--- src/rtl/tag_sysid_pkg.sv ---
// ============================================================================
// Module      : tag_sysid_pkg
// Description : Shared types and constants for the system-ID image checker.
// Revision    : 1.0 - initial release
// ============================================================================
`default_nettype none

package tag_sysid_pkg;

    typedef enum logic [2:0] {
        BOOT    = 3'd0,
        IDLE    = 3'd1,
        RD_ID   = 3'd2,
        RD_TS   = 3'd3,
        BACKOFF = 3'd4,
        DONE    = 3'd5,
        ERR     = 3'd6
    } state_t;

    localparam logic     SYSID_ADDR_ID  = 1'b0;
    localparam logic     SYSID_ADDR_TS  = 1'b1;
    localparam int       STALL_CNT_W    = 16;
    localparam int       BACKOFF_CYCLES = 16;
    localparam logic [1:0] MAX_RETRIES  = 2'd3;

    function automatic logic is_busy(input state_t s);
        return (s inside {BOOT, RD_ID, RD_TS, BACKOFF});
    endfunction

endpackage

`default_nettype wire

--- src/rtl/tag_sysid_stall_timer.sv ---
// ============================================================================
// Module      : tag_sysid_stall_timer
// Description : Clearable up-counter; expired flags the last cycle of a limit.
// Revision    : 1.0 - initial release
// ============================================================================
`default_nettype none

module tag_sysid_stall_timer
    import tag_sysid_pkg::*;
#(
    parameter int W = STALL_CNT_W
) (
    input  logic         clock,
    input  logic         reset_n,
    input  logic         clr,
    input  logic         en,
    input  logic [W-1:0] limit,
    output logic         expired
);

    logic [W-1:0] count_q;
    logic [W-1:0] count_d;

    always_comb begin
        count_d = count_q;
        if (clr) begin
            count_d = '0;
        end else if (en) begin
            count_d = count_q + {{(W-1){1'b0}}, 1'b1};
        end
    end

    // Expired during the limit-th enabled cycle, so the caller acts on that edge.
    assign expired = (count_q == (limit - {{(W-1){1'b0}}, 1'b1}));

    always_ff @(posedge clock or negedge reset_n) begin
        if (!reset_n) begin
            count_q <= '0;
        end else begin
            count_q <= count_d;
        end
    end

endmodule

`default_nettype wire

--- config.mk ---
export PLATFORM = sky130hd
export DESIGN_NAME = tag_sysid_stall_timer
export DESIGN_NICKNAME = d
export VERILOG_FILES = /design/src/rtl/tag_sysid_pkg.sv /design/src/rtl/tag_sysid_stall_timer.sv
export SDC_FILE = /design/constraint.sdc
export NUM_CORES = 1
export LEC_CHECK = 0
export CORE_AREA = 10 10 54 88
export DETAILED_ROUTE_END_ITERATION = 10
export DIE_AREA = 0 0 64 98
export DONT_BUFFER_PORTS = 1
export GPL_ROUTABILITY_DRIVEN = 0
export GPL_TIMING_DRIVEN = 0
export PLACE_DENSITY = 0.68
export RECOVER_POWER = 100
export SKIP_CTS_REPAIR_TIMING = 1
export SLEW_MARGIN = 5
export SYNTH_ARGS = -nofsm -noshare
export SYNTH_HDL_FRONTEND = slang
export SYNTH_SLANG_ARGS = --single-unit
export TNS_END_PERCENT = 50
--- constraint.sdc ---
create_clock -name clock -period 4.1 [get_ports clock]
set_input_delay 0.82 -clock clock [delete_from_list [all_inputs] [get_ports clock]]
set_output_delay 0.82 -clock clock [all_outputs]
set_load 0.1 [all_outputs]
# [Yosys cells after proc, flatten, opt, wreduce, memory -nomap -nowiden]
# Index checks and enable logic that the tools add are counted.
[totals] reg_bits=16 input_bits=20 out_inout_bits=1 elab_cells=7
[op_classes] n_addsub=2 n_eq_ne=1 mux=2 reduce_logical=1
[op_table] op="$mux W16" count=2
[op_table] op="$add A16 B1 Y16 const B" count=1
[op_table] op="$eq A16 B16 Y1" count=1
[op_table] op="$sub A16 B1 Y16 const B" count=1
[op_table] op="$reduce_bool A2 Y1" count=1

# [Logic depth before layout (Yosys ltp)]
[logic_depth] word_depth=3 mapped_depth=8 depth_no_buf=7

# [Worst setup path after synthesis]
# Ideal clock, no wire load.
[synth_timing] kind="input to output" startpoint="input port limit[0]" endpoint="output port expired" t_arrival_ns=4.180 required_time_ns=3.280 setup_slack_ns=-0.900 path_stages=7 n_path_buf=2 path_cell_list="buf_6 -> or4_4 -> buf_6 -> or3_1 -> a2111oi_2 -> nand4_1 -> nor4b_2"
[synth_via] elab_chain_len=2
[synth_lines] element="start, declared" line_no="tag_sysid_stall_timer.sv:17" rtl="input logic [W-1:0] limit,"
[synth_lines] element="$sub A16 B1 Y16" line_no="tag_sysid_stall_timer.sv:34" rtl="assign expired = (count_q == (limit - {{(W-1){1'b0}}, 1'b1}));"
[synth_lines] element="$eq A16 B16 Y1" line_no="tag_sysid_stall_timer.sv:34"
[synth_lines] element="end, declared" line_no="tag_sysid_stall_timer.sv:18" rtl="output logic expired"
# No other way between the ends.

# [Worst setup path in the final report]
[layout_timing] startpoint="input port limit[2]" endpoint="output port expired"
# Same word-level chain as after synthesis.

==> impl_metrics.tcl <==
set metrics [dict create \
    p_comb_share_pct 17.0 \
    cpLargestDelayFamily "simple AND/OR/NAND/NOR gates" \
    overflow 0 \
    synth-edff-count 0 \
    layout-drive-gt1-share_pct 11.5 \
    num_io_pins 21 \
    worstHoldPathType "in2async" \
    clk_latency_ns 0.25 \
    rsz0062_at_grt "true" \
    p_leak_nw 0.589 \
    clockBufferDepth 2 \
    htreeDepth 1 \
    rr_worst_depth 6 \
    synth_top_family_by_area "simple AND/OR/NAND/NOR gates" \
    power_frac_seq_pct 44.9 \
    seq_area_um2 400 \
    syn2layout_area_growth_pct 15.2 \
    largest_register_ff_count 16 \
    hold_viol 0 \
    top_register "count_q" \
    wire_per_inst_um 16.7 \
    synth_mux_area_share_pct 1.41 \
    placed_cells 218 \
    synth_area_per_cell_um2 8.21 \
    ir_drop_uv 149 \
    finalSetupViolCount 1 \
    fin_crit_sh_pct 107 \
    yosys.area.top_type "dfrtp_1" \
    cts_sinks 16 \
    final_design_area_no_fill_um2 1640 \
    nets 205 \
    first_pass_iters 5 \
    intPower_mw 0.273 \
    cpMaxStageDelayCell "nor4b_4" \
    r2r-start "count_q[5]$_DFFE_PN0P_" \
    path_cells "buf_12, or4_4, or3_4, a2111oi_4, nand4_1, nor4b_4" \
    globalRouteTotalUtil_pct 12.0 \
    finalWorstSetupSlack_ns -0.291 \
    crit_fanout 5 \
    grt_pass1_vias 1360 \
    swShare_pct 24.7 \
    fin_skew_ns 0.00160 \
    r2r_end "count_q[15]$_DFFE_PN0P_" \
    netlist_area_um2 1420 \
    n_fill_cell 326 \
    synth-seq-area-share_pct 28.2 \
    yosysTopAreaCellShare_pct 28.2 \
    final_cells 227 \
    report.final.slew_viol_count 0 \
    synth-main-ff-cell "dfrtp_1" \
    min_period_ns 4.39 \
    design.die.area_um2 6270 \
    status "finished, violations left" \
    placed_area_um2 1500 \
    arrival_ns 3.57 \
    synth_seq_cells 16 \
    hold_ws_ns 0.262 \
    antenna_found_initial 0 \
    synthAdderAreaFrac_pct 1.76 \
    grt_start_max_net_pins 17 \
    switchingPower_mw 0.0897 \
    crit_type "in2out" \
    maxCapViolCount 0 \
    wirelength_um 3790 \
    clk_pin_slew_ns 0.06 \
    synth.distinct_cells 46 \
    die_w_um 64 \
    largestRegisters "count_q x16" \
    cp_num_buf_inv 1 \
    post-route-drc-count 0 \
    routed_via_density 5.93 \
    rrSetupSlack_ns 2.14 \
    powerDensity_nw_per_um2 222 \
    postLayoutCoreUtil_pct 49.2 \
    place_ws_ns -0.762 \
    drtIter0Drc 77 \
    dp_hpwl_um 2990 \
    start_kind "primary input" \
    start_util_pct 42.7 \
    slew_headroom_pct 10.8 \
    tightest_slew_ns 1.33 \
    antenna_left 0 \
    grt_pass1_wl_um 6270 \
    slowest_delay_ns 1.17 \
    multi_input_area_um2 991 \
    end_kind "output pin" \
    crit_required_ns 3.28 \
    failed_checks "negative setup slack" \
    cts_made_buffers 3 \
    antenna_cells 0 \
    synthTopCellsByCount "nor2_1 (19), xnor2_1 (19), dfrtp_1 (16)" \
    yosys.area_share.simple_pct 31.0 \
    synthCells 173 \
    max_freq_mhz 228 \
    die_height_um 98 \
    clkPwrFrac_pct 38.1 \
    synth_compound_area_share_pct 12.8 \
    synthArstFlopShare_pct 100 \
    dr_total_vias 1345 \
    yosys-top-cells-area "dfrtp_1 (28%), xnor2_1 (12%), xor2_1 (6.8%)" \
    syn_nets 195 \
    root_buffer "clkbuf_8" \
    cts_tree "built" \
    num_rows 28 \
    io_buffers 0 \
    core_area_um2 3330 \
    yosysWarnings 0 \
    synthXorXnorAreaFrac_pct 18.5 \
]
==> worst register-to-register path, stage by stage (launching register included) <==
cell      delay (ns)
dfrtp_1         0.32
clkbuf_1        0.29
and4_1          0.32
nand4_1         0.29
nor4_1          0.41
xnor2_1         0.16
nor2_1          0.05
==> worst max path at each step <==
stage | end | slack, ns | cells after the start | startpoint
2_1_floorplan | expired | -0.25 | 7 | limit[2]
3_3_place_gp | expired | -0.70 | 8 | limit[0]
3_5_place_dp | expired | -0.76 | 8 | limit[0]
4_1_cts | expired | -0.78 | 8 | limit[0]
5_1_grt | expired | -0.33 | 6 | limit[2]
6_report | expired | -0.29 | 6 | limit[2]
==> cell families (layout without fill, tap and decap cells) <==
kind of cell    Yosys count  count (layout)
buf+inv                  20              28
mux                       2               2
fa+ha+maj                 2               2
xor+xnor                 30              30
compound gates           24              24
simple gates             79              80
flops                    16              16
==> power by group through the flow <==
stage          combinational [mW]  sequential (mW)  clock (mW)
2_1_floorplan              0.0437            0.165           0
6_report                   0.0615            0.163       0.138
4_1_cts                    0.0533            0.163       0.142
3_5_place_dp               0.0528            0.166           0
3_3_place_gp               0.0506            0.166           0
5_1_grt                    0.0669            0.163       0.149
==> layout make-up <==
class | count | share of cell area (%)
multi-input combinational | 138 | 60.6
clock buffer | 4 | 3.36
tap | 45 | 3.44
timing repair buffer | 5 | 2.29
inverter | 8 | 1.83
sequential | 16 | 24.5
buffer | 11 | 4.05
==> through the flow <==
stage,TNS [ns],power (mW)
after floorplan,-0.255,0.209
after global routing,-0.327,0.379
final,-0.291,0.363
after global placement,-0.696,0.216
after detailed placement,-0.762,0.219
after CTS,-0.776,0.359
==> metal layers <==
metal | part of all wire, % | GRT usage, %
met5 | 0 | 0
met3 | 4.0 | 2.63
met1 | 34 | 11.5
met2 | 57 | 21.6
met4 | 5.3 | 8.97
==> cells in the final DEF, fill, tap and decap left out, types with 5 or more instances in the layout <==
cell,instances
nor2_1,19
xnor2_1,19
xor2_1,11
nor4_1,8
buf_4,5
nor3_1,7
clkbuf_1,7
nand4_1,8
dfrtp_1,16
nand2_1,8
nand3_1,6
inv_1,8
Note: power is estimated with default switching activity, not from simulation.
==> RTL change 1 (config.mk and constraints unchanged) <==
The package constant `STALL_CNT_W` goes from 16 to 20.
--- a/src/rtl/tag_sysid_pkg.sv
+++ b/src/rtl/tag_sysid_pkg.sv
@@ -21,3 +21,3 @@
     localparam logic     SYSID_ADDR_TS  = 1'b1;
-    localparam int       STALL_CNT_W    = 16;
+    localparam int       STALL_CNT_W    = 20;
     localparam int       BACKOFF_CYCLES = 16;
Interface: changed (resized limit); port bits go from 21 to 25. The function was not compared with the original's and may differ.
==> RTL change 1 against the original RTL <==
- the flow still finishes with violations (setup timing)
- design area grew 9.3%
- synthesized cell count grew 14%
- routed wire length grew 1.6%
- synthesized area grew 16%
- total power grew 2.6%
- setup slack gained 170 ps
- sequential cell count grew 4
- fmax grew 4.1%
- final cell count grew 7.9%
- largest power group unchanged
==> RTL change 1: results (changes against the original RTL) <==
Setup crit start limit[3]; sequential cell area share 27.99% (+3.5 points); Placed Area 1728 um^2 (+16%); final instance area 1788 um^2 (+9.3%); Net Count, Synth 223 (+14%); top post-synthesis cells by area dfrtp_1, xor2_1, xnor2_1; R2R depth 7 (+1); M2 GR Usage 22.79% (+1.2 points); Tightest Pin Transition 989.2 ps (-343.7 ps); Yosys cell types 38 (-17%); Peak VDD IR 0.0001857 V (+25%); Syn Area/Cell 8.371 um^2 (+2.0%); worst clock skew 5.317 ps (+3.712 ps); hold slack 256.7 ps (-5.504 ps); Worst R2R End count_q[19]; CP arrival 3400 ps (-170 ps); fraction of area in multi-input gates 62.63% (+2.1 points); 1st-pass router iterations 4 (-1); Inverters 7 (-1); layout cell share with drive strength beyond 1 8.000% (-3.5 points); Leakage 0.6689 nW (+14%); status finished with violations; comb_multi_in 161 (+17%); r2r startpoint count_q[2]; vias in the first global route 1424 (+4.7%); largest fanout on the critical path 9 (+4); Nets 228 (+11%); FILL cells 307 (-5.8%); TNS Setup -119.9 ps (+171.5 ps); Data buffer area share 2.449% (-3.9 points); All-Layer GR Usage 12.18% (+0.14 points); sw power 0.08590 mW (-4.2%); Setup WS pre-CTS -209.6 ps (+552.2 ps); via/cell ratio 5.771 (-2.6%); register area share after synthesis 30.35% (+2.2 points); Global Route met3 Usage 2.517% (-0.11 points); synth cell count leaders xor2_1, nor2_1, xnor2_1; CLK BUF 3 (-1); diode count 0 (unchanged); DRT iter0 DRCs 159 (+110%); failing checks setup timing; Final Non-Filler Cells 245 (+7.9%); first-pass GRT wire length 6.465 mm (+3.1%); WL final 3.853 mm (+1.6%); bufs w/o clock 9 (-7); Detailed Place HPWL 3.124 mm (+4.5%); pin count of the biggest net entering global routing 21 (+4); Seq cells 20 (+4); placed cell count 242 (+11%); biggest regs count_q x20; Final WS setup -119.9 ps (+171.5 ps); # setup viols final 1 (unchanged)
==> RTL change 1: kinds of logic after synthesis <==
logic type / after synthesis / synth area share (%)
AOI/OAI and AO/OA: 28 / 11.38
adders and majority gates: 2 / 1.517
and+or+nand+nor: 86 / 28.98
xor gates and xnor gates: 43 / 22.84
DFF: 20 / 30.35
muxes: 2 / 1.214
buffers and inverters: 16 / 3.718
==> RTL change 1: power by group through the flow <==
stage	sequential [mW]	clock [mW]	combinational (mW)
floorplan	0.205	0	0.0381
global placement	0.205	0	0.0437
detailed placement	0.206	0	0.0458
CTS	0.202	0.129	0.0459
global route	0.202	0.138	0.0515
finish	0.202	0.124	0.0465
==> RTL change 1: worst max-delay path: stages <==
cell and delay (ps):
or4_4 510, buf_6 150, or3_4 360, or4_1 500, a22o_1 220, nor3_4 830
==> RTL change 1: layer usage <==
layer  part of all wire (%)  vias up
met2                     56       15
li1                       -      715
met4                   0.80        0
met5                      0        -
met3                    4.1        2
met1                     39      682
==> RTL change 2 (same settings) <==
Without the edit above. Register the output `expired`, with the module's reset; this adds one clock of latency there. Comments in the files are not updated.
--- a/src/rtl/tag_sysid_stall_timer.sv
+++ b/src/rtl/tag_sysid_stall_timer.sv
@@ -33,3 +33,9 @@
     // Expired during the limit-th enabled cycle, so the caller acts on that edge.
-    assign expired = (count_q == (limit - {{(W-1){1'b0}}, 1'b1}));
+    always_ff @(posedge clock or negedge reset_n) begin
+        if (!reset_n) begin
+            expired <= '0;
+        end else begin
+            expired <= (count_q == (limit - {{(W-1){1'b0}}, 1'b1}));
+        end
+    end
 
Check against the original RTL: not equivalent (Yosys sat finds a counterexample within 4 cycles, from zero or initial values and one cycle with reset_n low).
==> RTL change 2 against the original RTL <==
- sequential power grew 6%
- largest power group unchanged
- total power shrank 3.7%
- critical path type is now in -> reg
- setup slack gained 1200 ps
- synthesized area grew 1.8%
- routed wire length shrank 2.2%
- sequential cell count grew 1
- combinational power shrank 17%
- design area shrank 5.8%
- non-clock buffer count shrank 4
==> RTL change 2: results (changes against the original RTL) <==
largest fanout on the critical path 9 (+4); diode count 0 (unchanged); synth cell count leaders nor2_1, xnor2_1, dfrtp_1; pin count of the biggest net entering global routing 18 (+1); Placed Area 1501 um^2 (+0.42%); WL final 3.709 mm (-2.2%); register area share after synthesis 29.44% (+1.2 points); Peak VDD IR 0.0001492 V (+0.25%); Yosys cell types 46 (unchanged); clock root buffer clkbuf_8; Leakage 0.5524 nW (-6.2%); cts bufs inserted 3 (unchanged); Detailed Place HPWL 3.069 mm (+2.6%); Clock Path Buffers 2 (unchanged); All-Layer GR Usage 12.40% (+0.36 points); 1st-pass router iterations 5 (unchanged); port bufs 0 (unchanged); DRT iter0 DRCs 160 (+110%); CP arrival 3300 ps (-270 ps); first-pass GRT wire length 6.472 mm (+3.2%); layout cell share with drive strength beyond 1 5.618% (-5.9 points); initial antenna violation count 0 (unchanged); biggest regs count_q x16, expired x1; worst skew pair latency 250 ps (about the same); H-tree depth 1 (unchanged); yosys warns 0 (unchanged); async set or reset register ratio after synthesis 100.0% (unchanged); Setup WS pre-CTS 775.8 ps (+1538 ps); Max transition margin 24.91% (+14 points); top_reg_cell synth dfrtp_1; top post-synthesis cells by area dfrtp_1, xnor2_1, xor2_1; CTS clk-pin slew, worst paths ~70 ps; placed cell count 219 (+0.46%); FILL cells 340 (+4.3%); total number of vias 1315 (-2.2%); Power Density 226.8 nW/um^2 (+2.2%); status finished clean; Nets 201 (-2.0%); worst clock skew 5.144 ps (+3.539 ps); Worst Hold Class in -> async; vias in the first global route 1402 (+3.1%); average routed wire per standard cell 16.63 um (-0.43%); Syn Area/Cell 8.305 um^2 (+1.2%)
## RTL change 2: kinds of logic after synthesis
kind of cell	share of synthesized area (%)
AND/OR/NAND/NOR	30.48
XOR/XNOR	18.18
AO/OA/AOI/OAI	12.55
buffers and inverters	6.233
flip-flops	29.44
multiplexers	1.385
adder cells (fa/ha/maj)	1.731
## RTL change 2: final cells by class
| type | instances | area share [%] |
|---|---|---|
| multi-input cells | 137 | 59.90 |
| clock buffers | 3 | 2.679 |
| plain buffers | 12 | 3.896 |
| clock inverters | 1 | 0.3247 |
| flip-flops and latches | 17 | 27.60 |
| well taps | 45 | 3.653 |
| inverters | 8 | 1.948 |
## RTL change 2: final timing paths
| kind | from | to | cells after the start | slack, ps |
|---|---|---|---|---|
| worst max-delay path | limit[0] | expired | 8 | 920 |
| worst min-delay path | reset_n | count_q[1] | 0 | 250 |
| worst max register to register | count_q[5] | count_q[15] | 6 | 2110 |
| worst min register to register | count_q[15] | count_q[15] | 2 | 590 |
| max in group asynchronous | reset_n | count_q[0] | 0 | 3770 |
| min in group clock | count_q[15] | count_q[15] | 2 | 590 |
## RTL change 2: layer usage
layer | global-route usage [%] | vias up | part of all wire [%]
met4 | 5.753 | 0 | 2.5
met3 | 2.975 | 9 | 4.5
met5 | 0 | - | 0
met1 | 11.04 | 645 | 34
met2 | 24.48 | 21 | 59
li1 | - | 640 | -
## RTL change 2: critical path, cell delays in order
cell and delay, ps:
buf_6 110, inv_1 50, ha_1 270, nor3b_1 930, and3_1 320, a32oi_1 130, a22o_1 250, nor4b_1 400
## RTL change 2: where the power goes
part	internal, mW	total [mW]	switching [mW]
registers	0.170	0.173	0.00318
logic	0.0224	0.0512	0.0288
clock network	0.0675	0.125	0.0579
